==> src/rtl/requant_pipe.sv <==
// requant_pipe: 3-stage streaming requantizer (multiply, rounding shift, zero-point add + saturate).
// Optional: define REQUANT_RELU_EN to fuse a ReLU6-style clamp [zp, zp+MAX_VAL] into the last stage.
module requant_pipe #(
   parameter int BITWIDTH    = 8,
   parameter int ACC_WIDTH   = 32,
   parameter int MULT_WIDTH  = 16,
   parameter int SHIFT_WIDTH = 5,
   parameter int MAX_VAL     = 6
) (
   input  logic                          clk,
   input  logic                          rst,
   input  logic                          cfg_load,
   input  logic        [MULT_WIDTH-1:0]  cfg_mult,
   input  logic        [SHIFT_WIDTH-1:0] cfg_shift,
   input  logic signed [BITWIDTH-1:0]    cfg_zp,
   output logic                          cfg_busy,
   input  logic                          in_valid,
   output logic                          in_ready,
   input  logic signed [ACC_WIDTH-1:0]   in_data,
   output logic                          out_valid,
   input  logic                          out_ready,
   output logic signed [BITWIDTH-1:0]    out_data,
   output logic        [15:0]            sat_count
);
   localparam int PW = ACC_WIDTH + MULT_WIDTH + 1;
   localparam int RW = PW + 1;
   localparam int SW = RW + 1;
`ifdef REQUANT_RELU_EN
   localparam bit RELU_EN = 1'b1;
`else
   localparam bit RELU_EN = 1'b0;
`endif
   localparam logic signed [SW-1:0] FULL_LO   = {{(SW-BITWIDTH+1){1'b1}}, {(BITWIDTH-1){1'b0}}};
   localparam logic signed [SW-1:0] FULL_HI   = {{(SW-BITWIDTH+1){1'b0}}, {(BITWIDTH-1){1'b1}}};
   localparam logic signed [SW-1:0] RELU_SPAN = SW'(MAX_VAL);

   logic        [MULT_WIDTH-1:0]  cur_mult;
   logic        [SHIFT_WIDTH-1:0] cur_shift;
   logic signed [BITWIDTH-1:0]    cur_zp;

   logic adv, xfer, load_ok;
   logic vld_p0, vld_p1, vld_p2, sat_p2;
   logic signed [PW-1:0] prod_p0, prod, acc_ext, mult_ext;
   logic signed [RW-1:0] rnd_p1;
   logic signed [SW-1:0] zp_ext, sum, lo, hi;
   logic        [BITWIDTH:0] clamped;

   // Guard bit in the result keeps p + 2^(sh-1) from overflowing.
   function automatic logic signed [RW-1:0] round_shift(input logic signed [PW-1:0] p,
                                                        input logic [SHIFT_WIDTH-1:0] sh);
      logic signed [RW-1:0] pe;
      logic signed [RW-1:0] bias;
      pe = {p[PW-1], p};
      if (sh == '0) return pe;
      bias = {{(RW-1){1'b0}}, 1'b1} << (sh - SHIFT_WIDTH'(1));
      return (pe + bias) >>> sh;
   endfunction

   // MSB of the result is the saturation flag.
   function automatic logic [BITWIDTH:0] saturate(input logic signed [SW-1:0] s,
                                                  input logic signed [SW-1:0] l,
                                                  input logic signed [SW-1:0] h);
      if (s < l) return {1'b1, l[BITWIDTH-1:0]};
      if (s > h) return {1'b1, h[BITWIDTH-1:0]};
      return {1'b0, s[BITWIDTH-1:0]};
   endfunction

   assign adv       = !vld_p2 || out_ready;
   assign in_ready  = adv;
   assign out_valid = vld_p2;
   assign xfer      = in_valid && adv;
   assign cfg_busy  = vld_p0 || vld_p1 || vld_p2;
   assign load_ok   = cfg_load && !cfg_busy && !xfer;

   always_comb begin
      acc_ext  = {{(PW-ACC_WIDTH){in_data[ACC_WIDTH-1]}}, in_data};
      mult_ext = {{(PW-MULT_WIDTH){1'b0}}, cur_mult};
      prod     = acc_ext * mult_ext;
      zp_ext   = {{(SW-BITWIDTH){cur_zp[BITWIDTH-1]}}, cur_zp};
      sum      = {rnd_p1[RW-1], rnd_p1} + zp_ext;
      lo       = FULL_LO;
      hi       = FULL_HI;
      if (RELU_EN) begin
         lo = zp_ext;
         hi = (zp_ext + RELU_SPAN > FULL_HI) ? FULL_HI : zp_ext + RELU_SPAN;
      end
      clamped  = saturate(sum, lo, hi);
   end

   always_ff @(posedge clk or posedge rst) begin
      if (rst) begin
         vld_p0    <= 1'b0;
         vld_p1    <= 1'b0;
         vld_p2    <= 1'b0;
         sat_p2    <= 1'b0;
         out_data  <= '0;
         cur_mult  <= '0;
         cur_shift <= '0;
         cur_zp    <= '0;
         sat_count <= '0;
      end else begin
         if (adv) begin
            vld_p0 <= in_valid;
            vld_p1 <= vld_p0;
            vld_p2 <= vld_p1;
            // stage p2: offset and saturate
            if (vld_p1) begin
               out_data <= clamped[BITWIDTH-1:0];
               sat_p2   <= clamped[BITWIDTH];
            end
         end
         if (load_ok) begin
            cur_mult  <= cfg_mult;
            cur_shift <= cfg_shift;
            cur_zp    <= cfg_zp;
            sat_count <= '0;
         end else if (vld_p2 && out_ready && sat_p2 && sat_count != 16'hFFFF) begin
            sat_count <= sat_count + 16'd1;
         end
      end
   end

   always_ff @(posedge clk) begin
      // stage p0: multiply
      if (adv && in_valid) prod_p0 <= prod;
      // stage p1: rounding shift
      if (adv && vld_p0) rnd_p1 <= round_shift(prod_p0, cur_shift);
   end
endmodule

==> config.mk <==
export PLATFORM = sky130hd
export DESIGN_NAME = requant_pipe
export DESIGN_NICKNAME = d
export VERILOG_FILES = /design/src/rtl/requant_pipe.sv
export SDC_FILE = /design/constraint.sdc
export NUM_CORES = 2
export LEC_CHECK = 0
export BUFFER_PORTS_ARGS = -buffer_cell sky130_fd_sc_hd__buf_2
export CORE_ASPECT_RATIO = 0.8
export CORE_MARGIN = 2
export CORE_UTILIZATION = 35
export DETAILED_ROUTE_END_ITERATION = 10
export SYNTH_ARGS = -nofsm -noshare
export SYNTH_HDL_FRONTEND = slang
export SYNTH_SLANG_ARGS = --single-unit
export TNS_END_PERCENT = 50
==> constraint.sdc <==
create_clock -name clk -period 7.09 [get_ports clk]
set_clock_uncertainty 0.2 [all_clocks]
set_input_delay 0 -clock clk [delete_from_list [all_inputs] [get_ports clk]]
set_output_delay 0 -clock clk [all_outputs]
set_load 0.01 [all_outputs]
Word-level counts from Yosys, hierarchy flattened. Index checks and enable logic that the tools add are counted.

Input bits: 66. Flip-flop bits (word level): 156. Logic and storage cells: 50. Output and inout port bits: 27.

Shifts and indexed selects: 2. $mul: 1. Equal/unequal tests: 1. Add/sub/neg operators: 4. Muxes and demuxes: 13. Magnitude comparators: 2. Reduce and logical (&&, ||, !) cells: 16.

Operators with widths (number): $mux 50 (2); $add 50x8->51 (1); $gt 51x8->1 const B (1); $lt 51x8->1 const B (1); $add 49x50->50 (1); $shl 1x5->50 const A (1); $sshr 50x5->50 (1); $mul 32x17->49 (1); $mux 9 (4); $mux 16 (2); $add 16x1->16 const B (1); $ne 16x16->1 const B (1); $logic_and 1x1->1 (7); $logic_not 5->1 (1); $mux 1 (5); $sub 5x1->5 const B (1); $logic_not 1->1 (3); $logic_or 1x1->1 (3); $reduce_and 2->1 (1); $reduce_bool 2->1 (1).

Longest topological paths before layout.
Word-level depth: 6. Depth in mapped cells: 27. Gate-level depth less buffers: 26.

Worst setup path after synthesis. Ideal clock, no wire load.

Path kind: register to register. From: register cur_mult[2]. To: register prod_p0[47], data pin. Path buffers: 1. Setup slack: -0.216 ns. Required time: 6.632 ns. Period minus slack after synthesis: 7.306 ns. Setup time: 0.258 ns. Data arrival time: 6.848 ns. Cell stages (with the launch flop): 26. Cells stage by stage: dfrtp_1 -> clkbuf_1 -> and2_1 -> fa_1 -> inv_1 -> fa_1 -> fa_1 -> fa_1 -> inv_1 -> fa_1 -> inv_1 -> fa_1 -> inv_1 -> ha_1 -> a21o_1 -> a21o_1 -> a2111oi_0 -> o22ai_1 -> a211oi_1 -> o31ai_1 -> o21ai_0 -> o21ai_0 -> o21ai_0 -> o2111ai_1 -> a21oi_1 -> xnor2_1.

Longest elaborated chain between the ends: 1.

Ends and longest elaborated chain: start, declared (RTL line 37) `logic [MULT_WIDTH-1:0] cur_mult;`; start signal, assigned (RTL line 113) `cur_mult <= cfg_mult;`; $mul 32x17->49 (RTL line 78) `prod = acc_ext * mult_ext;`; named net prod[47] (RTL line 43) `logic signed [PW-1:0] prod_p0, prod, acc_ext, mult_ext;`; end signal, assigned (RTL line 125) `if (adv && in_valid) prod_p0 <= prod;`; end, declared (RTL line 43).

The timed path passes the listed nets, and every way through them passes these cells. A chain may end at the register's enable or synchronous reset.

Worst setup path after layout.
From: register cur_mult[2]. To: register prod_p0[42], data pin.

The elaborated chain is that of the path after synthesis.

==> impl_metrics.csv <==
group,metric,value,unit
grt,grt_overflow,0,
hold_path,min_from,"cfg_mult[11]",
logic_synthesis,synth_warnings,0,
logic_synthesis,synth_cell_type_count,93,
floorplan,die_w,349,um
detailed_routing,via_per_inst,5.32,
setup_path,path_depth,27,
logic_synthesis,synthAdderAreaFrac,37.1,%
cells_and_area,nNetsFinal,4763,
setup_path,crit_slowest_cell,"fa_1",
sta,fmax,0.145,GHz
cts,clk_pin_slew,80,ps
sta,tightest_slew,1170,ps
floorplan,dieHeight,280,um
sta,worst_hold_slack,54.6,ps
cts,cts_tree,"yes",
setup_path,crit_buf_inv,8,
cells_and_area,drive_above_1_share,10.3,%
setup_path,cp.arrival,6930,ps
sta,drv_slew,0,
grt,track_usage,20.3,%
setup_path,r2r_cells,27,
cells_and_area,area_growth,11.2,%
sta,fin_crit_sh,97.2,%
setup_path,cp_slowest_stage_delay,540,ps
sta,slew_headroom,22.3,%
placement,hpwl,79500,um
grt,grt_max_degree,67,
floorplan,io_pins,93,
logic_synthesis,ys_ff_latch,156,
logic_synthesis,yosys.area_share.simple,18.2,%
cts,numCtsBuffers,17,
floorplan,row_count,101,
setup_path,r2r_start,"cur_mult[2]$_DFFE_PP0P_",
detailed_routing,via_count,27900,
logic_synthesis,synth_top_area_share,29.5,%
detailed_routing,wl,96900,um
logic_synthesis,syn_avg_cell_area,8.50,sq um
detailed_routing,drt_iter0_markers,2321,
cts,clkSinkCount,156,
placement,place.port_buffers,92,
placement,gp_congestion,0.985,
grt,grt_pass1_wl,157000,um
sta,hold_viol,0,
detailed_routing,drt-wirelength-per-cell,18.4,um
cts,clock-root-buffer,"clkbuf_16",
logic_synthesis,synthMuxAreaShare,3.67,%
logic_synthesis,synth_fp_nets,4674,
logic_synthesis,syn_area,33300,sq um
grt,antenna_found_initial,4,
detailed_routing,drc_errors,0,
logic_synthesis,synth_xor_area_share,3.47,%
logic_synthesis,syn_inst,3915,
setup_path,critPathLaunch,"cur_mult[2]$_DFFE_PP0P_",
setup_path,cpLargestDelayFamily,"adder cells",
logic_synthesis,synth_ff_type,"edfxtp_1",
grt,grt_pass1_vias,28300,
logic_synthesis,seq_area_frac_synth,13.2,%
detailed_routing,drtPass1Iterations,5,
logic_synthesis,async_reset_ff_share,36.5,%
sta,setup_viol,0,
logic_synthesis,synth-edff-count,99,
floorplan,coreArea,94500,sq um
cts,cts_max_level,4,
setup_path,cp-start-kind,"register",
cts,cts.path.max_buffers,2,
cells_and_area,diodes,0,
logic_synthesis,synth_top_area_cell,"fa_1",
hold_path,worstHoldPathCells,3,
logic_synthesis,synth_top_family_by_area,"adder cells",
cts,clock_latency,500,ps
setup_path,critPathCaptureType,"register",
setup_path,crit_path_max_fanout,21,
setup_path,cpMostUsedCell,"fa_1",
logic_synthesis,synth_compound_area_share,14.8,%
setup_path,worstSetupPathType,"reg2reg",
run_status,status,"finished clean",
detailed_routing,antenna_left,0,
floorplan,start_util,35.2,%
floorplan,die_area,97600,sq um
flow_run,maxCapViolCount,0,
hold_path,hold_class,"in2reg",
sta,min_period,6890,ps
setup_path,required,7120,ps
logic_synthesis,synth.area.top_cells,"fa_1, edfxtp_1, ha_1, inv_1, nand2_1",
==> flip-flops by register name, indices dropped and copies added (netlist names) <==
name,count
out_data,8
sat_count,16
out_valid,1
cur_shift,5
vld_p0,1
sat_p2,1
prod_p0,49
cur_mult,16
cur_zp,8
rnd_p1,50
vld_p1,1
==> cell usage in the layout, fill, tap and decap left out, drive strengths merged, types with 50 or more instances in the layout <==
master / instances
inv: 648
xnor2: 82
a21oi: 215
dfrtp: 57
nor2: 199
o21ai: 146
nand3: 50
edfxtp: 99
and2: 259
ha: 202
nor3: 64
a21o: 69
nand2: 493
fa: 491
xor2: 50
buf: 230
==> per-stage QoR <==
step | area (sq um) | utilization [%] | instances | worst slack [ps] | TNS, ps
2_1_floorplan | 33300 | - | 3915 | 9.56 | 0
3_3_place_gp | 35600 | 37.6 | 5176 | -196 | -803
3_5_place_dp | 35600 | 37.6 | 5176 | -356 | -2040
4_1_cts | 36700 | 38.8 | 5248 | 7.70 | 0
5_1_grt | 37000 | 39.1 | 5253 | -33.6 | -39.2
6_report | 37000 | 39.1 | 5253 | 197 | 0
==> per-layer routing <==
| layer | track usage, % | vias up | wire length, um |
|---|---|---|---|
| met1 | 30.1 | 13900 | 47000 |
| met4 | 3.72 | 0 | 1440 |
| met3 | 3.92 | 93 | 7590 |
| met5 | 0 | - | 0 |
| li1 | - | 13000 | - |
| met2 | 30.6 | 935 | 40800 |
==> path summary, 6_finish.rpt <==
| path | end | slack (ps) |
|---|---|---|
| setup / recovery | prod_p0[42]$_DFFE_PP_ | 200 |
| hold / removal | cur_mult[11]$_DFFE_PP0P_ | 50 |
| setup reg to reg | prod_p0[42]$_DFFE_PP_ | 200 |
| hold reg to reg | out_data[1]$_DFFE_PP0P_ | 290 |
| max in group asynchronous | cur_mult[6]$_DFFE_PP0P_ | 5970 |
| min in group asynchronous | sat_count[2]$_DFFE_PP0P_ | 100 |
==> timing repair <==
item / 4_1_cts / 5_1_grt
setup buffers: 4 / 4
setup endpoints to repair: 11 / 14
resized for setup: 23 / 54
endpoints found under the hold margin: 97 / 0
hold buffers: 36 / 0
pin swaps: 9 / 59
cloned: 0 / 1
==> kinds of logic (layout without fill, tap and decap cells) <==
group / count (synthesis) / after routing
AND/OR/NAND/NOR: 1247 / 1247
multiplexers: 101 / 101
adder cells (fa/ha/maj): 693 / 693
XOR/XNOR: 132 / 132
flip-flops: 156 / 156
buffers and inverters: 836 / 938
AO/OA/AOI/OAI: 750 / 750
==> worst reg2reg max path, stage by stage, from the launching register on <==
cell      delay, ps
dfrtp_1         420
buf_4           160
buf_8           150
and2_1          200
fa_1            540
inv_1            50
fa_1            460
fa_1            510
inv_1            50
fa_1            450
fa_1            490
inv_1            50
fa_1            470
inv_1            70
ha_4            310
nand3_2         120
nor2_4          140
o21ai_2          90
o31ai_4         260
buf_6           160
a41oi_4         120
a211oi_2        280
buf_4           170
a211oi_2         60
o21ai_1         190
and3_1          210
a31oi_1          90
xnor2_1         150
==> cells in the mapped netlist, drive strengths merged (9+ instances only) <==
master  number
a211oi      42
a211o       13
a21oi      215
and2       259
a31oi       27
nand3       50
and3        29
nand4       45
xor2        50
fa         491
o22ai       11
clkbuf     166
o21a        33
nor2       199
mux4        12
or3         21
o31a         9
ha         202
a21o        69
nor4        13
inv        637
nand2b      14
nor3        64
xnor2       82
dfrtp       57
mux2i       41
o31ai       17
o211ai      28
nor2b       18
edfxtp      99
nand2      493
buf         31
o21bai      24
mux2        48
a21boi      13
o21ai      146
==> cell type report <==
type,count,area (sq um)
fillers,9581,57500
well taps,1236,1550
inverters,639,2400
clock inverters,13,139
clock buffers,19,464
flip-flops and latches,156,4410
repair buffers,267,2020
multi-input cells,2923,26000
Power is not shown: default switching activity piles up to over one toggle a cycle in this logic, so the estimate is an artifact.
